--- config.mk ---
export PLATFORM = sky130hd
export DESIGN_NAME = hazard_mem_ctrl
export DESIGN_NICKNAME = d
export VERILOG_FILES = /design/src/rtl/hazard_mem_ctrl.sv
export SDC_FILE = /design/constraint.sdc
export NUM_CORES = 1
export LEC_CHECK = 0
export CORE_ASPECT_RATIO = 1.4
export CORE_MARGIN = 2
export CORE_UTILIZATION = 45
export CTS_BUF_LIST = sky130_fd_sc_hd__clkbuf_4 sky130_fd_sc_hd__clkbuf_8
export CTS_CLUSTER_SIZE = 24
export DETAILED_ROUTE_END_ITERATION = 10
export PLACE_DENSITY = 0.86
export SLEW_MARGIN = 20
export SYNTH_ARGS = -nofsm -noshare
export SYNTH_HDL_FRONTEND = slang
export SYNTH_SLANG_ARGS = --single-unit
--- constraint.sdc ---
create_clock -name CLK -period 3.9 [get_ports CLK]
set_clock_uncertainty 0.1 [all_clocks]
set_input_delay 0.78 -clock CLK [delete_from_list [all_inputs] [get_ports CLK]]
set_output_delay 0.78 -clock CLK [all_outputs]
set_load 0.005 [all_outputs]
--- src/rtl/hazard_mem_ctrl.sv ---
// Hazard and data-memory wait controller for the 5-stage pipelined MIPS datapath.
// Produces forwarding selects, load-use/branch stalls, and sequences variable-latency memory.
module hazard_mem_ctrl #(
   parameter int unsigned TIMEOUT = 16,
   parameter int unsigned CNT_W   = 16
) (
   input  logic             CLK,
   input  logic             RST_n,
   input  logic [4:0]       RsD,
   input  logic [4:0]       RtD,
   input  logic [4:0]       RsE,
   input  logic [4:0]       RtE,
   input  logic [4:0]       WriteRegE,
   input  logic [4:0]       WriteRegM,
   input  logic [4:0]       WriteRegW,
   input  logic             RegWriteE,
   input  logic             RegWriteM,
   input  logic             RegWriteW,
   input  logic             MemToRegE,
   input  logic             MemToRegM,
   input  logic             MemWriteM,
   input  logic             BranchD,
   input  logic             MemAckM,
   output logic             MemReqM,
   output logic             StallF,
   output logic             StallD,
   output logic             StallE,
   output logic             StallM,
   output logic             FlushE,
   output logic             FlushW,
   output logic             ForwardAD,
   output logic             ForwardBD,
   output logic [1:0]       ForwardAE,
   output logic [1:0]       ForwardBE,
   output logic             MemTimeout,
   output logic [CNT_W-1:0] StallCycles,
   output logic [CNT_W-1:0] MemWaitCycles
);

   localparam int unsigned WC_W = $clog2(TIMEOUT) + 1;

   typedef enum logic [1:0] {
      RUN      = 2'd0,
      MEM_WAIT = 2'd1,
      ERR      = 2'd2
   } state_t;

   state_t           state_q, state_d;
   logic [WC_W-1:0]  wait_cnt_q, wait_cnt_d;
   logic             mem_timeout_q, mem_timeout_d;
   logic [CNT_W-1:0] stall_cycles_q, stall_cycles_d;
   logic [CNT_W-1:0] mem_wait_cycles_q, mem_wait_cycles_d;

   logic       lwstall, brstall, hazard_stall;
   logic       mem_acc, mem_req, mem_stall;
   logic       stall_f;
   logic [1:0] fwd_ae, fwd_be;
   logic       fwd_ad, fwd_bd;

   // Register 0 is hard-wired to zero, so it never forwards.
   function automatic logic [1:0] fwd_sel(input logic [4:0] src,
                                          input logic [4:0] dst_m, input logic we_m,
                                          input logic [4:0] dst_w, input logic we_w);
      logic [1:0] sel;
      sel = 2'b00;
      if (src != 5'd0 && we_m && src == dst_m) begin
         sel = 2'b10;
      end else if (src != 5'd0 && we_w && src == dst_w) begin
         sel = 2'b01;
      end
      return sel;
   endfunction

   always_comb begin
      fwd_ae = fwd_sel(RsE, WriteRegM, RegWriteM, WriteRegW, RegWriteW);
      fwd_be = fwd_sel(RtE, WriteRegM, RegWriteM, WriteRegW, RegWriteW);
      fwd_ad = (RsD != 5'd0) && RegWriteM && (RsD == WriteRegM);
      fwd_bd = (RtD != 5'd0) && RegWriteM && (RtD == WriteRegM);

      lwstall = MemToRegE && ((RtE == RsD) || (RtE == RtD));
      brstall = BranchD &&
                ((RegWriteE && ((WriteRegE == RsD) || (WriteRegE == RtD))) ||
                 (MemToRegM && ((WriteRegM == RsD) || (WriteRegM == RtD))));
      hazard_stall = lwstall || brstall;

      mem_acc   = MemToRegM || MemWriteM;
      mem_req   = mem_acc && (state_q != ERR);
      mem_stall = (mem_req && !MemAckM) || (state_q == ERR);
      stall_f   = mem_stall || hazard_stall;
   end

   always_comb begin
      state_d       = state_q;
      wait_cnt_d    = wait_cnt_q;
      mem_timeout_d = mem_timeout_q;
      unique case (state_q)
         RUN: begin
            if (mem_req && !MemAckM) begin
               state_d    = MEM_WAIT;
               wait_cnt_d = WC_W'(1);
            end
         end
         MEM_WAIT: begin
            if (MemAckM) begin
               state_d    = RUN;
               wait_cnt_d = '0;
            end else if (wait_cnt_q == WC_W'(TIMEOUT - 1)) begin
               state_d       = ERR;
               mem_timeout_d = 1'b1;
            end else begin
               wait_cnt_d = wait_cnt_q + WC_W'(1);
            end
         end
         ERR: begin
            mem_timeout_d = 1'b1;
         end
         default: begin
            state_d    = RUN;
            wait_cnt_d = '0;
         end
      endcase
   end

   always_comb begin
      stall_cycles_d    = stall_cycles_q;
      mem_wait_cycles_d = mem_wait_cycles_q;
      if (stall_f && stall_cycles_q != '1) begin
         stall_cycles_d = stall_cycles_q + CNT_W'(1);
      end
      if (mem_stall && mem_wait_cycles_q != '1) begin
         mem_wait_cycles_d = mem_wait_cycles_q + CNT_W'(1);
      end
   end

   always_ff @(posedge CLK or negedge RST_n) begin
      if (!RST_n) begin
         state_q           <= RUN;
         wait_cnt_q        <= '0;
         mem_timeout_q     <= 1'b0;
         stall_cycles_q    <= '0;
         mem_wait_cycles_q <= '0;
      end else begin
         state_q           <= state_d;
         wait_cnt_q        <= wait_cnt_d;
         mem_timeout_q     <= mem_timeout_d;
         stall_cycles_q    <= stall_cycles_d;
         mem_wait_cycles_q <= mem_wait_cycles_d;
      end
   end

   // Memory freeze wins over hazard stalls: the D->E register holds instead of flushing.
   always_comb begin
      MemReqM   = 1'b0;
      StallF    = 1'b0;
      StallD    = 1'b0;
      StallE    = 1'b0;
      StallM    = 1'b0;
      FlushE    = 1'b0;
      FlushW    = 1'b0;
      ForwardAE = 2'b00;
      ForwardBE = 2'b00;
      ForwardAD = 1'b0;
      ForwardBD = 1'b0;
      if (RST_n) begin
         MemReqM   = mem_req;
         ForwardAE = fwd_ae;
         ForwardBE = fwd_be;
         ForwardAD = fwd_ad;
         ForwardBD = fwd_bd;
         if (mem_stall) begin
            StallF = 1'b1;
            StallD = 1'b1;
            StallE = 1'b1;
            StallM = 1'b1;
            FlushW = 1'b1;
         end else begin
            StallF = hazard_stall;
            StallD = hazard_stall;
            FlushE = hazard_stall;
         end
      end
   end

   assign MemTimeout    = mem_timeout_q;
   assign StallCycles   = stall_cycles_q;
   assign MemWaitCycles = mem_wait_cycles_q;

endmodule
==> key figures, run 1 <==
STA
  – RSZ-0062 raised after global routing: no
  – Fin. Hold Viols: 0
  – Fmax: 266 MHz
  – Total Negative Setup Slacks: 0 ns
  – Endpoints failing setup: 0
  – Tmin final: 3.77 ns
  – Worst Tran Pin Value: between 0.8 and 0.9 ns
  – Final Cycle Share: 0.965
  – Slew margin rel.: 0.461
  – Worst Slack Setup Final: approximately 0.13 ns
  – Pins Over Slew Limit: 0

Clock tree
  – Clk root buf: clkbuf_8
  – Post-CTS Hold Fix Bufs: 0
  – CTS H-tree lvls: 2
  – Worst-path clk slew: 0.07 ns
  – TritonCTS clock tree: built
  – CTS buffer count: 5
  – Clock Latency Late Sink: 0.29 ns
  – Bufs on Longest Clock Path: 2
  – Clock net sink count: 40

Place
  – GPL Wtd Cong: 0.879
  – Detailed-placement wirelength estimate: 5690 um
  – Pre-CTS WS: 0.0822 ns
  – IO buf count: 90

Power
  – NetSw: 208 uW
  – Pleak: 1.47 nW
  – Clk pwr share: 0.317
  – Logic pwr share: 0.186
  – PD cells: roughly 220 nW/um2
  – Internal power: ~630 uW
  – Peak VDD IR: around 160 uV
  – Sw Share: 0.248
  – Seq pwr share: 0.496

Drt
  – Vias: 2438
  – ANT nets after route: 0
  – Final WL: 6880 um
  – DR WL/cell: 15.5 um
  – Initial detailed-routing violation count: 130
  – Via-to-Cell Ratio: about 5.5
  – Pre-Repair DR Iteration Count: 4
  – Remaining DRCs: 0

Logic synthesis
  – Area of the mapped netlist: 2650 um2
  – Post-synth ARST share: 1.00
  – Top post-synthesis cells by count: xnor2_1, dfrtp_1, xor2_1
  – Count leader, synth: xnor2_1
  – Yosys top cell by area: dfrtp_1
  – Top-area cell type share of the netlist area: 0.378
  – #FFs+latches synth: 40
  – Main synth FF type: dfrtp_1
  – Synthesis Warnings: 0
  – Syn_nets: about 320
  – Top post-synthesis cells by area: dfrtp_1, xnor2_1, xor2_1, nand3_1, nand2_1
  – Sequential share of the synthesized area: 0.378
  – Post-synthesis average cell area: 9.67 um2
  – Synth cell types: 46
  – Cells after synthesis: about 270
  – EDFF count, synth: 0

Cells and area
  – Area grow syn2layout: 41.6%
  – Layout cell share with drive strength beyond 1: 0.0831
  – Final #Nets: 422
  – Sequential cell area: 1000 um2
  – ANT cells: 0
  – # fillers: 476
  – Area occupied by multi-input gates: 1560 um2

Setup path
  – Worst reg2reg path startpoint: state_q[0]
  – Crit. End Element: primary output
  – Crit path launch type: input port
  – Reg-to-reg endpoint: MemWaitCycles[12]
  – Crit-path max FO: 5
  – Cells on worst reg2reg path: 7
  – Worst EP arrival: roughly 2.9 ns
  – WS Path Type: in -> out
  – R2R Setup Slk: 1.57 ns
  – Required time of the critical path: between 3 and 4 ns
  – Setup crit start: RtE[1]

Floorplanning
  – Die X: ~69 um
  – Vert. Die Dim: 94.8 um
  – Starting density of the core: 0.458
  – Die area: 6530 um2
  – IO Pins: between 90 and 100
  – Core box area: between 5000 and 6000 um2
  – FP Rows: 33

Global route
  – Number of global-route vias before repair: 2502
  – Global-route wire length before repair: 11300 um
  – Initial antenna violation count: 0
  – Global-route usage over all layers: 0.230
  – Total gr overflow: 0
  – Largest net degree at the start of global routing: 24

Hold path
  – Hold WC Path Type: in -> async

Run status
  – Status: complete, no violations

Run
  – Max Cap Viol: 0
## worst max-delay path by stage
stage,end,slack [ns],cells past startpoint
6_report,ForwardBE[0],0.13,6
5_1_grt,ForwardBE[0],0.002,6
4_1_cts,StallD,0.09,7
3_5_place_dp,StallD,0.08,7
3_3_place_gp,StallD,0.12,8
2_1_floorplan,StallF,0.77,10
## cell type report
type | count | area share
Tap cell | 70 | 0.0233
Inverter | 4 | 0.00400
Clock inverter | 1 | 0.00133
Clock buffer | 6 | 0.0203
Sequential cell | 40 | 0.267
Multi-Input combinational cell | 218 | 0.416
Timing Repair Buffer | 104 | 0.269
## metal layers
metal	vias up	global-route usage	routed length, um	share of wire
met4	0	0.109	279	0.041
li1	1157	-	-	-
met2	120	0.414	3610	0.53
met1	1143	0.243	2460	0.36
met5	-	0	0	0
met3	18	0.0548	523	0.076
## registers in the layout, summed over array words and instances (netlist names)
name and count:
wait_cnt_q 5, MemWaitCycles 16, StallCycles 16, state_q 2, MemTimeout 1
## per-stage QoR
step / utilization / power (mW) / instance area (um2) / hold slack [ns] / instances
floorplan: - / 0.488 / 2650 / 0.349 / 274
global placement: 0.634 / 0.577 / 3660 / 0.354 / 436
detailed placement: 0.634 / 0.582 / 3660 / 0.374 / 436
CTS: 0.648 / 0.842 / 3750 / 0.221 / 443
global route: 0.649 / 0.869 / 3750 / 0.218 / 443
finish: 0.649 / 0.840 / 3750 / 0.226 / 443
## power by group through the flow
stage	Combinational, mW	Clock, mW	Sequential, mW
floorplan	0.0627	0	0.425
global placement	0.152	0	0.425
detailed placement	0.157	0	0.425
CTS	0.157	0.268	0.417
global route	0.168	0.284	0.417
finish	0.156	0.267	0.417
## worst max-delay path: stages
cell and delay (ns):
clkdlybuf4s50_1 0.52, or4_1 0.56, nor2_1 0.14, nor4_1 0.08, nor4_1 0.25, clkdlybuf4s50_1 0.55
## timing repair
action / in CTS / in global routing
setup endpoints to repair: 0 / 2
hold endpoints to repair: 0 / 0
resized for setup: 0 / 3
setup buffers: 0 / 0
## logic make-up after synthesis
group / count (synthesis) / synth area share
simple gates: 112 / 0.236
xor+xnor: 80 / 0.267
flops: 40 / 0.378
compound gates: 20 / 0.0581
buf+inv: 16 / 0.0335
fa+ha+maj: 4 / 0.0189
mux: 2 / 0.00850
## cell usage in the layout, fill, tap and decap left out, drive strengths merged, types with 2 or more instances in the layout
master / n
nor2: 15
inv: 4
and3: 5
nor4: 8
nor2b: 2
a21oi: 2
nor3: 11
clkbuf: 6
mux2: 2
xor2: 34
ha: 4
nand2: 22
dfrtp: 40
or4: 6
and2: 3
nor3b: 2
nor4b: 6
or2: 3
nand4: 8
buf: 15
o211ai: 2
o32ai: 2
o21ai: 3
clkdlybuf4s50: 86
nand3: 17
o22ai: 2
xnor2: 46
o31ai: 2
dlymetal6s2s: 3
Note: power is estimated with default switching activity, not from simulation.
==> run 2: changes to the inputs <==
--- a/config.mk
+++ b/config.mk
@@ -7,11 +7,11 @@
 export LEC_CHECK = 0
 export CORE_ASPECT_RATIO = 1.4
 export CORE_MARGIN = 2
-export CORE_UTILIZATION = 45
+export CORE_UTILIZATION = 51
 export CTS_BUF_LIST = sky130_fd_sc_hd__clkbuf_4 sky130_fd_sc_hd__clkbuf_8
 export CTS_CLUSTER_SIZE = 24
 export DETAILED_ROUTE_END_ITERATION = 10
-export PLACE_DENSITY = 0.86
+export PLACE_DENSITY = 0.95
 export SLEW_MARGIN = 20
 export SYNTH_ARGS = -nofsm -noshare
 export SYNTH_HDL_FRONTEND = slang
==> key figures, run 2 (synthesis gave the netlist of run 1 again) <==
STA
  – Slew margin rel.: 0.489
  – Fmax: between 200 and 300 MHz
  – Fin. Hold Viols: 0
  – Final Cycle Share: 0.989
  – Fin Hold WS: 0.321 ns
  – Pins Over Slew Limit: 0
  – Tmin final: 3.86 ns
  – RSZ-0062 raised after global routing: no
  – Worst Tran Pin Value: roughly 0.76 ns
  – Endpoints failing setup: 0
  – Total Negative Setup Slacks: 0 ns
  – Worst Slack Setup Final: 0.0425 ns

Global route
  – Global-route wire length before repair: 11500 um
  – Global-route usage over all layers: 0.257
  – Number of global-route vias before repair: between 2k and 3k
  – Total gr overflow: 0
  – Initial antenna violation count: 0
  – Largest net degree at the start of global routing: 21

Drt
  – Vias: 2478
  – Remaining DRCs: 0
  – Via-to-Cell Ratio: between 5 and 6
  – Top sig layer: met4
  – ANT nets after route: 0
  – Final WL: 6990 um
  – Pre-Repair DR Iteration Count: 4
  – DR WL/cell: 16.0 um
  – Met3 wire len: 483 um
  – Initial detailed-routing violation count: approximately 190
  – Met1 wire length: 2490 um
  – Met2 routed WL: 3790 um

Power
  – Pleak: 1.50 nW
  – Total power: 838 uW
  – Peak VDD IR: 153 uV
  – PD cells: 223 nW/um2

Floorplanning
  – FP Rows: 31
  – Starting density of the core: 0.522
  – IO Pins: 91
  – Die area: 5800 um2
  – Core box area: 5080 um2
  – Die X: 64.9 um
  – Vert. Die Dim: 89.3 um

Clock tree
  – Worst-path clk slew: 0.07 ns
  – Post-CTS Hold Fix Bufs: 0
  – CTS buffer count: 5
  – Bufs on Longest Clock Path: 2
  – Clk root buf: clkbuf_8
  – TritonCTS clock tree: built
  – Clock net sink count: 40
  – CTS H-tree lvls: 2
  – Clock Latency Late Sink: 0.30 ns

Cells and area
  – Area grow syn2layout: 41.8%
  – ANT cells: 0
  – # fillers: around 370
  – Final Util: 0.740
  – Layout cell share with drive strength beyond 1: 0.0860
  – Most frequent cells in the layout: clkdlybuf4s50_1, xnor2_1, dfrtp_1
  – Non-Filler Instances: 438
  – Commonest non-fill, non-tap cell in the layout: clkdlybuf4s50_1
  – Final #Nets: 421
  – Final non-filler cell area: 3760 um2

Setup path
  – Required time of the critical path: just over 3 ns
  – Crit-path max FO: 5
  – CP max stage cell: clkdlybuf4s50_1
  – Buf+Inv Stages, Crit Path: 2
  – Max stage delay on crit path: 0.54 ns
  – Crit path launch type: input port
  – Crit. End Element: primary output
  – Worst EP arrival: 2.98 ns
  – WS Path Type: in -> out
  – Worst-path cell chain: clkdlybuf4s50_1, xor2_1, nor4_1, and3_1, a311oi_1, and3_1, nor2b_1, clkdlybuf4s50_1
  – CP top delay family: buffers and inverters

Run status
  – Status: complete, no violations

Place
  – DP Area: 3650 um2
  – Pre-CTS WS: ~0.0051 ns
  – Placed cells: 431
  – GPL Wtd Cong: 0.963
  – Detailed-placement wirelength estimate: 5800 um
  – IO buf count: 90

Run
  – Max Cap Viol: 0

Hold path
  – Hold WC Path Type: in -> async
## run 2: cell count changes in the layout (fill, tap and decap cells not counted), sizes merged
cell / before / now
buf: 15 / 14
clkbuf: 6 / 5
clkdlybuf4s50: 86 / 82
clkinvlp: 0 / 1
dlygate4sd2: 0 / 1
dlymetal6s2s: 3 / 6
## run 2: repair_timing
| action | in CTS | in global routing |
|---|---|---|
| resized for setup | 1 | 8 |
| endpoints found under the hold margin | 0 | 0 |
| pin swaps | 1 | 1 |
| gates cloned | 0 | 0 |
| endpoints found under the setup margin | 3 | 3 |
| setup buffers | 0 | 0 |
## run 2: layer usage
metal,GRT usage,vias to the layer above
li1,-,1155
met1,0.262,1177
met2,0.491,125
met3,0.0554,21
met4,0.126,0
met5,0,-
## run 2: area by class of cell
class | instances | area [um2] | share of cell area
clock buffer | 5 | 68.8 | 0.0183
clock inverter | 2 | 12.5 | 0.00333
inverter | 4 | 15.0 | 0.00399
multi-input combinational | 218 | 1570 | 0.418
sequential | 40 | 1000 | 0.266
tap | 66 | 82.6 | 0.0220
timing repair buffer | 103 | 1010 | 0.268
## run 2: power breakdown
group / switching, mW / internal [mW]
logic: 0.0706 / 0.0863
registers: 0.00132 / 0.416
clock network: 0.143 / 0.121
## run 2: worst paths after layout
path	from	endpoint	slack, ns	depth (start not counted)
setup / recovery	RtE[4]	StallD	0.04	8
hold / removal	RST_n	StallCycles[4]	0.32	1
setup reg to reg	StallCycles[0]	StallCycles[1]	1.53	8
hold reg to reg	StallCycles[9]	StallCycles[9]	0.38	1
max in group asynchronous	RST_n	MemWaitCycles[9]	2.79	2
min in group CLK	StallCycles[9]	StallCycles[9]	0.38	1
==> run 3: changes to the inputs <==
--- a/config.mk
+++ b/config.mk
@@ -12,6 +12,8 @@
 export CTS_CLUSTER_SIZE = 24
 export DETAILED_ROUTE_END_ITERATION = 10
 export PLACE_DENSITY = 0.95
+export SETUP_SLACK_MARGIN = 0.4
+export SKIP_LAST_GASP = 1
 export SLEW_MARGIN = 20
 export SYNTH_ARGS = -nofsm -noshare
 export SYNTH_HDL_FRONTEND = slang
==> key figures, run 3 (synthesis gave the netlist of run 1 again) <==
Run status
  – Status: complete, no violations

Hold path
  – Hold WC Path Type: in -> async

Run
  – Max Cap Viol: 0

Clock tree
  – Clock Latency Late Sink: 0.30 ns
  – Worst-path clk slew: ~0.08 ns
  – CTS buffer count: 5
  – Post-CTS Hold Fix Bufs: 0
  – CTS H-tree lvls: 2
  – Clock net sink count: 40
  – Bufs on Longest Clock Path: 2
  – TritonCTS clock tree: built
  – Clk root buf: clkbuf_8

Drt
  – Vias: 2513
  – Initial detailed-routing violation count: 157
  – Final WL: 7130 um
  – Pre-Repair DR Iteration Count: 4
  – Via-to-Cell Ratio: 5.72
  – DR WL/cell: 16.2 um
  – Remaining DRCs: 0
  – ANT nets after route: 0

Floorplanning
  – Core box area: roughly 5000 um2
  – Die area: approximately 5800 um2
  – Vert. Die Dim: 89.3 um
  – FP Rows: 31
  – Starting density of the core: 0.522
  – IO Pins: 91
  – Die X: about 65 um

Setup path
  – Crit path depth: 6
  – WS Path Type: in -> out
  – R2R Setup Slk: around 1.5 ns
  – Worst-path cell chain: clkdlybuf4s50_1, or4_1, nor2_2, nor4_2, and2_1, clkdlybuf4s50_1
  – Max stage delay on crit path: 0.55 ns
  – Crit-path max FO: 3
  – Reg-to-reg endpoint: StallCycles[1]
  – CP top delay family: buffers and inverters
  – Crit path launch type: input port
  – Cells on worst reg2reg path: 8
  – Worst reg2reg path startpoint: StallCycles[0]
  – Cell mode on critical path: clkdlybuf4s50_1
  – Worst EP arrival: between 2 and 3 ns
  – Crit. End Element: primary output
  – Required time of the critical path: 3.02 ns
  – CP max stage cell: or4_1
  – Buf+Inv Stages, Crit Path: 2

Cells and area
  – Final #Nets: 422
  – Layout cell share with drive strength beyond 1: 0.113
  – Most frequent cells in the layout: clkdlybuf4s50_1, xnor2_1, dfrtp_1
  – Area grow syn2layout: 42.2%
  – Commonest non-fill, non-tap cell in the layout: clkdlybuf4s50_1
  – ANT cells: 0

Global route
  – Number of global-route vias before repair: 2606
  – Total gr overflow: 0
  – Global-route wire length before repair: 11800 um
  – Initial antenna violation count: 0
  – Largest net degree at the start of global routing: 21
  – Global-route usage over all layers: 0.264

STA
  – Endpoints failing setup: 0
  – Slew margin rel.: 0.491
  – RSZ-0062 raised after global routing: yes
  – Total Negative Setup Slacks: 0 ns
  – Final Cycle Share: 0.897
  – Fin Hold WS: 0.315 ns
  – Worst Tran Pin Value: between 0.7 and 0.8 ns
  – Fin. Hold Viols: 0
  – Tmin final: 3.50 ns
  – Fmax: 286 MHz
  – Pins Over Slew Limit: 0

Place
  – IO buf count: 90
  – GPL Wtd Cong: 0.963
  – Detailed-placement wirelength estimate: between 5000 and 6000 um

Power
  – PD cells: 222 nW/um2
  – Peak VDD IR: 155 uV
  – Pleak: 1.50 nW
-- run 3: worst max path at each step --
stage,from,to,slack [ns]
6_report,RsE[2],ForwardAE[1],0.40
2_1_floorplan,RtE[3],StallF,0.77
3_3_place_gp,RsD[1],StallD,0.05
5_1_grt,RsE[2],ForwardAE[1],0.31
3_5_place_dp,RsD[1],StallD,0.005
4_1_cts,RsE[2],ForwardAE[1],0.41
-- run 3: final cells by class --
cell class                 instances  area, um2
inverter                           4       15.0
fill                             362       1310
timing repair buffer             104        970
tap                               66       82.6
clock inverter                     2       12.5
multi-input combinational        218       1620
clock buffer                       5       68.8
sequential                        40       1000
-- run 3: worst register-to-register path: stages, from the launching register on --
cell     delay [ns]
dfrtp_1        0.41
ha_1           0.18
nand2_1        0.10
nor2_1         0.16
nand3_1        0.22
nor3_1         0.38
buf_4          0.22
or2_1          0.15
mux2_1         0.33
-- run 3: report_power, final --
group / leakage [nW] / internal [mW] / switching, mW
sequential: 0.476 / 0.416 / 0.00132
combinational: 0.982 / 0.0800 / 0.0754
clock: 0.0400 / 0.121 / 0.143
-- run 3: per-layer routing --
layer	wire [um]	global-route usage	part of all wire
met1	2520	0.273	0.35
met4	230	0.110	0.032
met3	543	0.0542	0.076
met2	3830	0.513	0.54
met5	0	0	0
-- run 3: what timing repair did --
item                                    4_1_cts  5_1_grt
endpoints found under the setup margin        9        8
gates resized for setup                      31        8
pin swaps                                     4        1
setup buffers                                 1        0
-- run 3: through the flow --
stage / std cells / power [mW] / cell area, um2 / setup slack (ns) / utilization
CTS: 439 / 0.837 / 3750 / 0.412 / 0.737
finish: 439 / 0.837 / 3770 / 0.402 / 0.742
floorplan: 274 / 0.488 / 2650 / 0.769 / -
global placement: 431 / 0.575 / 3650 / 0.0526 / 0.719
detailed placement: 431 / 0.581 / 3650 / 0.00505 / 0.719
global route: 439 / 0.870 / 3770 / 0.308 / 0.742
